==> src/rtl/vec_pkg.sv <==
// Shared constants, state type and element packing helper for the vector-set
// loader and the cross-product stage that consumes its flat bus.
package vec_pkg;

  localparam int DATA_W    = 8;
  localparam int ELEMS     = 4;
  localparam int VECS      = 6;
  localparam int SET_BYTES = VECS * ELEMS;
  localparam int FLAT_W    = SET_BYTES * DATA_W;
  localparam int CNT_W     = $clog2(SET_BYTES);

  localparam logic [CNT_W-1:0] LAST_IDX = CNT_W'(SET_BYTES - 1);

  typedef enum logic {
    FILL,
    FULL
  } state_e;

  // Flat element index of element e (0..3) of vector v (0..5 for a..f).
  function automatic int elem_idx(input int v, input int e);
    return v * ELEMS + e;
  endfunction

endpackage

==> src/rtl/vec_fill_buffer.sv <==
// Fill-side storage for one vector set: one indexed byte write port and a
// flat parallel read of all SET_BYTES entries in vec_pkg packing order.
module vec_fill_buffer
  import vec_pkg::*;
(
  input  logic              clk,
  input  logic              rst_n,
  input  logic              wr_en,
  input  logic [CNT_W-1:0]  wr_idx,
  input  logic [DATA_W-1:0] wr_data,
  output logic [FLAT_W-1:0] rd_flat
);

  logic [DATA_W-1:0] mem_q [SET_BYTES];
  logic [DATA_W-1:0] mem_d [SET_BYTES];

  always_comb begin
    mem_d = mem_q;
    if (wr_en) begin
      mem_d[wr_idx] = wr_data;
    end
  end

  // NOTE: this array is small and its contents are visible on vec_out after a
  // transfer, so it is reset like any other flop rather than left as RAM.
  always_ff @(posedge clk or negedge rst_n) begin
    if (!rst_n) begin
      for (int k = 0; k < SET_BYTES; k++) begin
        mem_q[k] <= '0;
      end
    end else begin
      mem_q <= mem_d;
    end
  end

  always_comb begin
    rd_flat = '0;
    for (int v = 0; v < VECS; v++) begin
      for (int e = 0; e < ELEMS; e++) begin
        rd_flat[elem_idx(v, e)*DATA_W +: DATA_W] = mem_q[elem_idx(v, e)];
      end
    end
  end

endmodule

==> src/rtl/vec_set_loader.sv <==
// Byte-stream to vector-set loader with a double-buffered registered output.
// Optional framing check on s_last enabled by VEC_SET_LOADER_FRAME_CHECK_EN.
module vec_set_loader
  import vec_pkg::*;
(
  input  logic              clk,
  input  logic              rst_n,
  input  logic [DATA_W-1:0] s_data,
  input  logic              s_valid,
  input  logic              s_last,
  output logic              s_ready,
  output logic [FLAT_W-1:0] vec_out,
  output logic              out_valid,
  input  logic              out_ready,
  output logic              frame_err
);

  state_e            state_q, state_d;
  logic [CNT_W-1:0]  cnt_q, cnt_d;
  logic [FLAT_W-1:0] vec_out_q, vec_out_d;
  logic              out_valid_q, out_valid_d;
  logic              wr_en;
  logic [FLAT_W-1:0] fill_flat;

`ifdef VEC_SET_LOADER_FRAME_CHECK_EN
  logic frame_err_q, frame_err_d;
`else
  logic unused_s_last;
  assign unused_s_last = s_last;
`endif

  vec_fill_buffer u_fill_buffer (
    .clk     (clk),
    .rst_n   (rst_n),
    .wr_en   (wr_en),
    .wr_idx  (cnt_q),
    .wr_data (s_data),
    .rd_flat (fill_flat)
  );

  assign s_ready = (state_q == FILL);

  // NOTE: every signal written here gets its default first, so no path can
  // leave one unassigned and infer a latch.
  always_comb begin
    state_d     = state_q;
    cnt_d       = cnt_q;
    vec_out_d   = vec_out_q;
    out_valid_d = out_valid_q;
    wr_en       = 1'b0;
`ifdef VEC_SET_LOADER_FRAME_CHECK_EN
    frame_err_d = 1'b0;
`endif
    unique case (state_q)
      FILL: begin
        if (out_valid_q && out_ready) begin
          out_valid_d = 1'b0;
        end
        if (s_valid) begin
          wr_en = 1'b1;
          if (cnt_q == LAST_IDX) begin
            cnt_d   = '0;
            state_d = FULL;
`ifdef VEC_SET_LOADER_FRAME_CHECK_EN
            if (!s_last) begin
              state_d     = FILL;
              frame_err_d = 1'b1;
            end
`endif
          end else begin
            cnt_d = cnt_q + CNT_W'(1);
`ifdef VEC_SET_LOADER_FRAME_CHECK_EN
            if (s_last) begin
              cnt_d       = '0;
              frame_err_d = 1'b1;
            end
`endif
          end
        end
      end
      FULL: begin
        // Output slot is free or being emptied this edge: hand over, no bubble.
        if (!out_valid_q || out_ready) begin
          vec_out_d   = fill_flat;
          out_valid_d = 1'b1;
          state_d     = FILL;
        end
      end
      default: state_d = FILL;
    endcase
  end

  // NOTE: state is updated with non-blocking assignments so every flop samples
  // the pre-edge values regardless of statement order.
  always_ff @(posedge clk or negedge rst_n) begin
    if (!rst_n) begin
      state_q     <= FILL;
      cnt_q       <= '0;
      vec_out_q   <= '0;
      out_valid_q <= 1'b0;
    end else begin
      state_q     <= state_d;
      cnt_q       <= cnt_d;
      vec_out_q   <= vec_out_d;
      out_valid_q <= out_valid_d;
    end
  end

`ifdef VEC_SET_LOADER_FRAME_CHECK_EN
  always_ff @(posedge clk or negedge rst_n) begin
    if (!rst_n) begin
      frame_err_q <= 1'b0;
    end else begin
      frame_err_q <= frame_err_d;
    end
  end
  assign frame_err = frame_err_q;
`else
  assign frame_err = 1'b0;
`endif

  assign vec_out   = vec_out_q;
  assign out_valid = out_valid_q;

endmodule
==> config.mk <==
export PLATFORM = sky130hd
export DESIGN_NAME = vec_set_loader
export DESIGN_NICKNAME = d
export VERILOG_FILES = /design/src/rtl/vec_pkg.sv /design/src/rtl/vec_fill_buffer.sv /design/src/rtl/vec_set_loader.sv
export SDC_FILE = /design/constraint.sdc
export NUM_CORES = 1
export LEC_CHECK = 0
export CORE_UTILIZATION = 30
export CTS_CLUSTER_DIAMETER = 120
export DETAILED_ROUTE_END_ITERATION = 12
export GPL_ROUTABILITY_DRIVEN = 0
export PLACE_DENSITY = 0.51
export SETUP_SLACK_MARGIN = 0.3
export SYNTH_ARGS = -nofsm -noshare
export SYNTH_HDL_FRONTEND = slang
export SYNTH_SLANG_ARGS = --single-unit
==> constraint.sdc <==
create_clock -name clk -period 5.12 [get_ports clk]
set_input_delay 1.024 -clock clk [delete_from_list [all_inputs] [get_ports clk]]
set_output_delay 1.024 -clock clk [all_outputs]
set_load 0.05 [all_outputs]
Yosys cells after proc, flatten, opt, wreduce, memory -nomap -nowiden
Cells that the tools add are included.
W data, S select, Z words.
{ "word_totals": {"mem_bits_rw": 0, "ff_bits": 391, "latch_bits": 0, "rom_bits": 0, "elab_cells": 56, "n_memories": 0} }
{ "op_classes": {"add_sub_neg": 1, "n_reduce_logical": 7, "mul": 0, "bitwise": 2, "order_cmp": 2, "n_mux": 13, "shift": 0, "n_div": 0, "eq_ne": 3} }
{ "op_table": {"columns": ["operator", "n"], "rows": [
  ["$bwmux W192", 1],
  ["$demux W8 S5", 1],
  ["$mux W8", 1],
  ["$mux W1", 7],
  ["$ge A6 B6 Y1 const B", 1],
  ["$lt A6 B1 Y1 const B", 1],
  ["$not A5 Y6", 1],
  ["$reduce_and A2 Y1", 3],
  ["$add A5 B1 Y5 const B", 1],
  ["$eq A5 B5 Y1 const B", 1],
  ["$mux W5", 1],
  ["$ne A2 B1 Y1 const B", 2],
  ["$pmux W1 S2", 2],
  ["$logic_and A1 B1 Y1", 2],
  ["$logic_not A1 Y1", 1],
  ["$logic_or A1 B1 Y1", 1],
  ["$not A1 Y1", 1]
]} }

Logic depth before layout (Yosys ltp)
Gate-level depths: netlist of the first run.
{ "logic_depth": {"word_depth": 6, "ltp_mapped": 5} }

Hierarchy
From an unflattened synthesis of the first run, not the netlist that was laid out.
{ "unflattened": {"cells_unflattened": 881, "area_unflattened_um2": 15542.4} }
{ "by_module_without_submodules": {"columns": ["module", "seq_area_each_um2", "cells_per_inst", "area_each_um2", "n_inst"], "rows": [
  ["vec_set_loader", 4979.8, 437, 8216.6, 1],
  ["vec_fill_buffer", 4804.6, 444, 7325.8, 1]
]} }

Worst setup path after synthesis of the first run
OpenSTA, ideal clock, no wires.
{ "synth_timing": {"kind": "in2reg", "from": "input out_ready", "to": "register vec_out_q[0] (netlist: vec_out[0])", "t_arrival_ns": 2.083, "n_path_buf": 2, "path_stages": 5, "t_required_ns": 4.995, "path_slack_ns": 2.912, "cell_sequence": "nand2b_1 nand2_1 clkbuf_1 buf_2 mux2_2"} }
{ "synth_between": {"elab_chain_cells": 2} }
{ "synth_lines": {"columns": ["item", "line", "source"], "rows": [
  ["start: declaration", "vec_set_loader.sv:14", "input logic out_ready,"],
  ["$logic_or A1 B1 Y1", "vec_set_loader.sv:83", "if (!out_valid_q || out_ready) begin"],
  ["$reduce_and A2 Y1 (no line)", null, null],
  ["end signal: assignment", "vec_set_loader.sv:104", "vec_out_q <= vec_out_d;"],
  ["end: declaration", "vec_set_loader.sv:20", "logic [FLAT_W-1:0] vec_out_q, vec_out_d;"]
]} }
No other way between the ends.
A chain may end at the register's enable or synchronous reset.

Final worst setup path of the first run
{ "layout_timing": {"from": "register state_q", "to": "output s_ready"} }
{ "layout_between": {"elab_chain_cells": 1} }
{ "layout_lines": {"columns": ["item", "line", "source"], "rows": [
  ["start: declaration", "vec_set_loader.sv:18", "state_e state_q, state_d;"],
  ["start signal: assignment", "vec_set_loader.sv:102", "state_q <= state_d;"],
  ["$not A1 Y1 (no line)", null, null],
  ["end: declaration", "vec_set_loader.sv:11", "output logic s_ready,"]
]} }
No other way between the ends.

==> summary.txt, run 1 <==
Status
  – Status: completed

Placement
  – IO Port Bufs: 205
  – DP Worst Slack: roughly 1.5 ns
  – HPWL Detailed: between 20 and 25 mm

GRT
  – Number of global-route vias before repair: 8,600
  – GRT Util Overall: 0.1448
  – Total gr overflow: 0
  – Initial antenna violation count: 1
  – Largest net degree at the start of global routing: 115
  – First-pass GRT wire length: between 50 and 60 mm

Pwr
  – Pleak: slightly below 9 nW
  – Cell Pwr Density: 642.2 nW/um^2
  – Peak supply drop: between 0.3 and 0.4 mV

Logic synthesis
  – Syn Nets: 916
  – Synth unique cells: 37
  – Largest area contributor in the netlist: dfrtp_1
  – Yosys top cell area share: 0.6575
  – Gate Count Post-Synth: approximately 900
  – Main area contributors after synthesis: dfrtp_1, mux2_2, buf_2, clkbuf_1, ha_1
  – Netlist Area Pre-Place: between 10,000 and 15,000 um^2
  – Syn. warnings: 0
  – Register bit total from synthesis: ~400
  – Sequential area share after synthesis: 0.6575
  – Post-Syn Area per Cell: between 15 and 20 um^2

Hold path
  – Hold/Removal Path Class: reg -> reg

Run
  – Max-cap violations: 0

STA
  – Skew final: 0.01983 ns
  – Fin. Hold Viols: 0
  – Slew HR: 0.3684
  – Unrepaired setup endpoints after global routing: false
  – Fin Hold WS: between 0.4 and 0.5 ns
  – Slew @ Worst Pin: ~0.95 ns
  – Tcrit/Tclk final: 0.6352
  – Setup TNS: 0 ns
  – Final Slew Violations: 0
  – F_max: approximately 0.31 GHz
  – Final setup violating endpoints: 0
  – Post-layout minimum cycle time: about 3.3 ns
  – Final WS setup: around 1.9 ns

Drt
  – Vias/cell: roughly 4.5
  – ANT nets after route: 0
  – DRC violations left: 0
  – DR WL/cell: just under 20 um
  – Via Count: roughly 8.1k
  – Final WL: 35.65 mm
  – DRT iter0 DRCs: 295
  – DR pass1 iterations: 4

Floorplanning
  – Starting density of the core: 0.3040
  – I/O pin count: about 210
  – Die Wd: approximately 220 um
  – Core ar.: approximately 50,000 um^2
  – Die area: around 50,000 um^2
  – Chip height: between 200 and 250 um
  – Num rows: slightly above 80

CTS
  – Post-CTS setup buffers: 0
  – Clk pin slew, worst setup/hold paths: around 0.06 ns
  – CTS tree: done
  – H-tree level count: 2
  – # clock sinks: ~390
  – Worst skew pair latency: ~0.57 ns
  – CTS Buffer Depth: 3
  – Post-CTS sizing: 0
  – # hold bufs at CTS: 0
  – Root Buffer: clkbuf_16
  – Num CTS Buffers: 44

Critical path
  – Critical path class: reg -> out
  – Worst path slowest cell: clkdlybuf4s50_1
  – Required @ worst endpoint: 4.10 ns
  – Worst setup SP type: register
  – CP Cell Sequence: inv_1 -> clkdlybuf4s50_1
  – CP endpoint kind: primary output
  – Critical Path Max Stage Delay: between 0.8 and 0.9 ns
  – Worst endpoint data arrival time: roughly 2.2 ns
  – Crit-path max FO: 14

Finish
  – Layout cells sized above 1: 0.4248
  – Area grow syn2layout: 28.45%
  – Nets: about 1.1k
  – Fillers: ~4.6k
  – Reg area: between 9000 and 10,000 um^2
  – Multi-input logic area: roughly 4900 um^2
-- layout by cell type, fill, tap and decap left out, drive strengths merged, types with 2 or more instances in the layout --
| master | instances |
|---|---|
| and3 | 2 |
| nand3 | 5 |
| clkdlybuf4s50 | 196 |
| clkinv | 8 |
| o21ai | 2 |
| nand2b | 4 |
| nor3b | 2 |
| clkinvlp | 2 |
| nor2b | 4 |
| clkbuf | 66 |
| nand4b | 4 |
| mux2 | 384 |
| ha | 5 |
| dfrtp | 391 |
| bufinv | 2 |
| nand2 | 19 |
| nor2 | 8 |
| and4bb | 4 |
| buf | 16 |
| inv | 7 |
-- cells in the mapped netlist --
| cell | number |
|---|---|
| nor4b_2 | 1 |
| nor2_1 | 2 |
| nand4bb_1 | 1 |
| ha_1 | 5 |
| mux2_2 | 379 |
| o21ai_0 | 2 |
| mux2i_1 | 1 |
| mux2_1 | 5 |
| and4bb_2 | 1 |
| clkbuf_2 | 1 |
| and4bb_1 | 3 |
| o31ai_1 | 1 |
| nor2b_1 | 4 |
| buf_2 | 27 |
| nor2_2 | 6 |
| conb_1 | 1 |
| nand2_1 | 15 |
| nand3b_1 | 1 |
| o211ai_1 | 1 |
| xnor2_1 | 1 |
| dfrtp_1 | 391 |
| o22ai_1 | 1 |
| nand4b_4 | 1 |
| and3b_1 | 1 |
| nand3_2 | 2 |
| inv_1 | 4 |
| nor3_1 | 1 |
| and3_1 | 2 |
| nand3_1 | 3 |
| nand2b_1 | 4 |
| clkbuf_1 | 17 |
| buf_4 | 2 |
| a21oi_1 | 1 |
| nand4b_1 | 3 |
| and2b_1 | 1 |
| nand2_2 | 4 |
| nor3b_4 | 2 |
-- path summary, 6_finish.rpt --
check	from	endpoint	slack, ns	cells after the start
setup / recovery	state_q$_DFF_PN0_	s_ready	1.87	2
hold / removal	u_fill_buffer.rd_flat[8]$_DFFE_PN0P_	u_fill_buffer.rd_flat[8]$_DFFE_PN0P_	0.49	1
setup reg to reg	cnt_q[3]$_DFFE_PN0P_	u_fill_buffer.rd_flat[159]$_DFFE_PN0P_	2.69	3
hold reg to reg	u_fill_buffer.rd_flat[8]$_DFFE_PN0P_	u_fill_buffer.rd_flat[8]$_DFFE_PN0P_	0.49	1
max in group asynchronous	rst_n	vec_out[125]$_DFFE_PN0P_	3.52	2
min in group asynchronous	rst_n	u_fill_buffer.rd_flat[20]$_DFFE_PN0P_	0.51	1
-- critical path, delay by kind of cell, from the launching register on --
kind	cells	cell delay, ns
flops	1	0.54
buf+inv	2	1.12
-- flip-flops by register name, indices dropped and copies added (netlist names) --
name and cells:
vec_out 192, out_valid 1, state_q 1, cnt_q 5, u_fill_buffer.rd_flat 192
-- final cells by class --
type                            count  area share
Tap cell                          664     0.04347
Multi-Input combinational cell    456      0.2548
Antenna cell                        1   0.0001309
Clock buffer                       66     0.06985
Clock inverter                     15    0.007528
Timing Repair Buffer              212      0.1115
Sequential cell                   391      0.5119
Inverter                            4   0.0007855
-- per-layer routing --
| metal | up-vias | part of all wire | track usage |
|---|---|---|---|
| met3 | 51 | 0.058 | 0.03801 |
| met2 | 151 | 0.48 | 0.2345 |
| met1 | 4282 | 0.44 | 0.1883 |
| met5 | - | 0 | 0 |
| met4 | 0 | 0.021 | 0.04674 |
| li1 | 3616 | - | - |
-- cell families after synthesis --
group / share of synthesized area
other: 0.0002520
buffers and inverters: 0.01572
DFF: 0.6575
AOI/OAI and AO/OA: 0.002439
xor gates and xnor gates: 0.0005887
muxes: 0.2913
adders and majority gates: 0.004204
and+or+nand+nor: 0.02800
-- metrics by stage --
| step | cell area, um^2 | cells | utilization | total power, W |
|---|---|---|---|---|
| finish | 19110 | 1809 | 0.3905 | 0.01227 |
| global route | 19110 | 1808 | 0.3904 | 0.01291 |
| CTS | 19110 | 1808 | 0.3904 | 0.01249 |
| detailed placement | 17630 | 1727 | 0.3602 | 0.009217 |
| global placement | 17630 | 1727 | 0.3602 | 0.009125 |
| floorplan | 14880 | 898 | - | 0.007710 |
-- where the power goes --
group	internal (W)	total, W	switching (W)
logic	0.00175	0.00425	0.00249
clock network	0.00191	0.00318	0.00127
registers	0.00423	0.00485	0.000625
Note: power is estimated with default switching activity, not from simulation.
==> run 2, diff against run 1 <==
==> constraint.sdc (replaced) <==
create_clock -name clk -period 3 [get_ports clk]
set_input_delay 0.6 -clock clk [delete_from_list [all_inputs] [get_ports clk]]
set_output_delay 0.6 -clock clk [all_outputs]
set_load 0.05 [all_outputs]
==> summary.txt, run 2 (synthesized netlist as in run 1, its figures left out) <==
CTS
  – Num CTS Buffers: 45
  – CTS Buffer Depth: 3
  – Clk pin slew, worst setup/hold paths: about 0.060 ns
  – # clock sinks: 391
  – Root Buffer: clkbuf_16
  – CTS tree: done
  – Post-CTS setup buffers: 0
  – H-tree level count: 2
  – # hold bufs at CTS: 0
  – Worst skew pair latency: approximately 0.56 ns

Floorplanning
  – Chip height: approximately 220 um
  – Core ar.: ~49,000 um^2
  – I/O pin count: ~210
  – Num rows: between 80 and 90
  – Die Wd: 224.7 um
  – Starting density of the core: 0.3040
  – Die area: about 50,000 um^2

Finish
  – Multi-input logic area: about 5000 um^2
  – Commonest non-fill, non-tap cell in the layout: dfrtp_1
  – Layout cells sized above 1: 0.4309
  – Reg area: roughly 10000 um^2
  – Nets: approximately 1.1k
  – Area grow syn2layout: 29.91%
  – Fillers: 4,573
  – Most frequent cells in the layout: dfrtp_1, mux2_2, clkdlybuf4s50_1, clkbuf_16, buf_4

STA
  – Tcrit/Tclk final: 0.8318
  – Post-layout minimum cycle time: ~2.5 ns
  – Skew final: 0.01617 ns
  – Final Slew Violations: 0
  – Fin. Hold Viols: 0
  – Slew HR: 0.4265
  – Unrepaired setup endpoints after global routing: false
  – Setup TNS: 0 ns
  – Final setup violating endpoints: 0
  – Slew @ Worst Pin: 0.8602 ns
  – F_max: approximately 0.4 GHz

Drt
  – Via Count: between 8k and 9k
  – DRT iter0 DRCs: approximately 300
  – Vias/cell: about 4.5
  – DR pass1 iterations: 4
  – ANT nets after route: 0
  – Final WL: 35.85 mm
  – DR WL/cell: about 20 um
  – DRC violations left: 0

Critical path
  – Worst endpoint data arrival time: between 1.5 and 2 ns
  – CP endpoint kind: primary output
  – Critical path class: reg -> out
  – Worst path slowest cell: dlygate4sd2_1
  – Required @ worst endpoint: about 2.4 ns
  – Worst setup SP type: register
  – Critical Path Max Stage Delay: roughly 0.62 ns
  – CP Cell Sequence: inv_1 -> dlygate4sd2_1
  – Crit-path max FO: 14

GRT
  – Number of global-route vias before repair: 8,818
  – Met1 Track Usage GR: 0.1861
  – First-pass GRT wire length: around 55 mm
  – Largest net degree at the start of global routing: 75
  – Initial antenna violation count: 2
  – Grt met3 use: 0.04428
  – GRT Util Overall: 0.1455
  – Met2 GRT Util: 0.2392
  – Total gr overflow: 0
  – Top Usage Layer GRT: met2

Run
  – Max-cap violations: 0

Hold path
  – Hold/Removal Path Class: in -> async

Pwr
  – Power, Total: 0.02106 W
  – Peak supply drop: around 0.6 mV
  – Cell Pwr Density: 1090 nW/um^2
  – Pleak: 9.044 nW

Placement
  – IO Port Bufs: 205
  – HPWL Detailed: ~22 mm

Status
  – Status: completed
[run 2: cell types whose count changed in the layout (fill, tap and decap cells not counted), sizes merged]
| cell | previous run | this run |
|---|---|---|
| dlygate4sd2 | 0 | 1 |
| diode | 1 | 2 |
| clkbuf | 66 | 70 |
| clkinv | 8 | 7 |
| bufinv | 2 | 3 |
| buf | 16 | 35 |
| inv | 7 | 5 |
| clkdlybuf4s50 | 196 | 195 |
[run 2: cell type report]
| type | instances | share of cell area |
|---|---|---|
| diodes | 2 | 0.0002589 |
| clock buffers | 70 | 0.07049 |
| clock inverters | 13 | 0.007896 |
| inverters | 4 | 0.0007767 |
| multi-input cells | 456 | 0.2519 |
| flip-flops and latches | 391 | 0.5061 |
| well taps | 664 | 0.04298 |
| repair buffers | 231 | 0.1195 |
[run 2: path summary, 6_finish.rpt]
| check | start | to | slack [ns] | depth (start not counted) |
|---|---|---|---|---|
| max | state_q$_DFF_PN0_ | s_ready | 0.50 | 2 |
| min | rst_n | vec_out[19]$_DFFE_PN0P_ | 0.02 | 1 |
| max reg2reg | cnt_q[3]$_DFFE_PN0P_ | u_fill_buffer.rd_flat[30]$_DFFE_PN0P_ | 0.88 | 3 |
| min reg2reg | u_fill_buffer.rd_flat[43]$_DFFE_PN0P_ | vec_out[43]$_DFFE_PN0P_ | 0.50 | 1 |
| max in group asynchronous | rst_n | u_fill_buffer.rd_flat[165]$_DFFE_PN0P_ | 2.13 | 2 |
| min in group clk | u_fill_buffer.rd_flat[43]$_DFFE_PN0P_ | vec_out[43]$_DFFE_PN0P_ | 0.50 | 1 |
[run 2: repair_timing]
item	4_1_cts	5_1_grt
resized for setup	1	0
hold endpoints to repair	0	0
setup endpoints to repair	1	0
[run 2: stage by stage]
step | setup WS (ns) | std cells | util | hold WS [ns] | instance area (um^2)
final | 0.5045 | 1831 | 0.3949 | 0.02404 | 19330
after global routing | 0.3943 | 1829 | 0.3948 | 0.02865 | 19330
after CTS | 0.4658 | 1829 | 0.3948 | 0.01439 | 19330
after detailed placement | 0.4456 | 1746 | 0.3639 | 0.4856 | 17810
after global placement | 0.4380 | 1746 | 0.3639 | 0.4737 | 17810
after floorplan | 1.213 | 898 | - | 0.3044 | 14880
[run 2: per-layer routing]
metal | part of all wire | vias to the layer above
met4 | 0.015 | 0
met5 | 0 | -
met2 | 0.48 | 159
li1 | - | 3631
met1 | 0.44 | 4335
met3 | 0.058 | 46
[run 2: where the power goes]
group          switching (W)  internal, W  leakage [nW]  total (W)
Sequential           0.00107      0.00721          5.16    0.00829
Combinational        0.00425      0.00302          3.14    0.00726
Clock                0.00213      0.00338         0.741    0.00551
[run 2: critical path, delay by kind of cell (launching register included)]
kind / cells / cell delay [ns]
buf+inv: 2 / 0.80
flops: 1 / 0.52
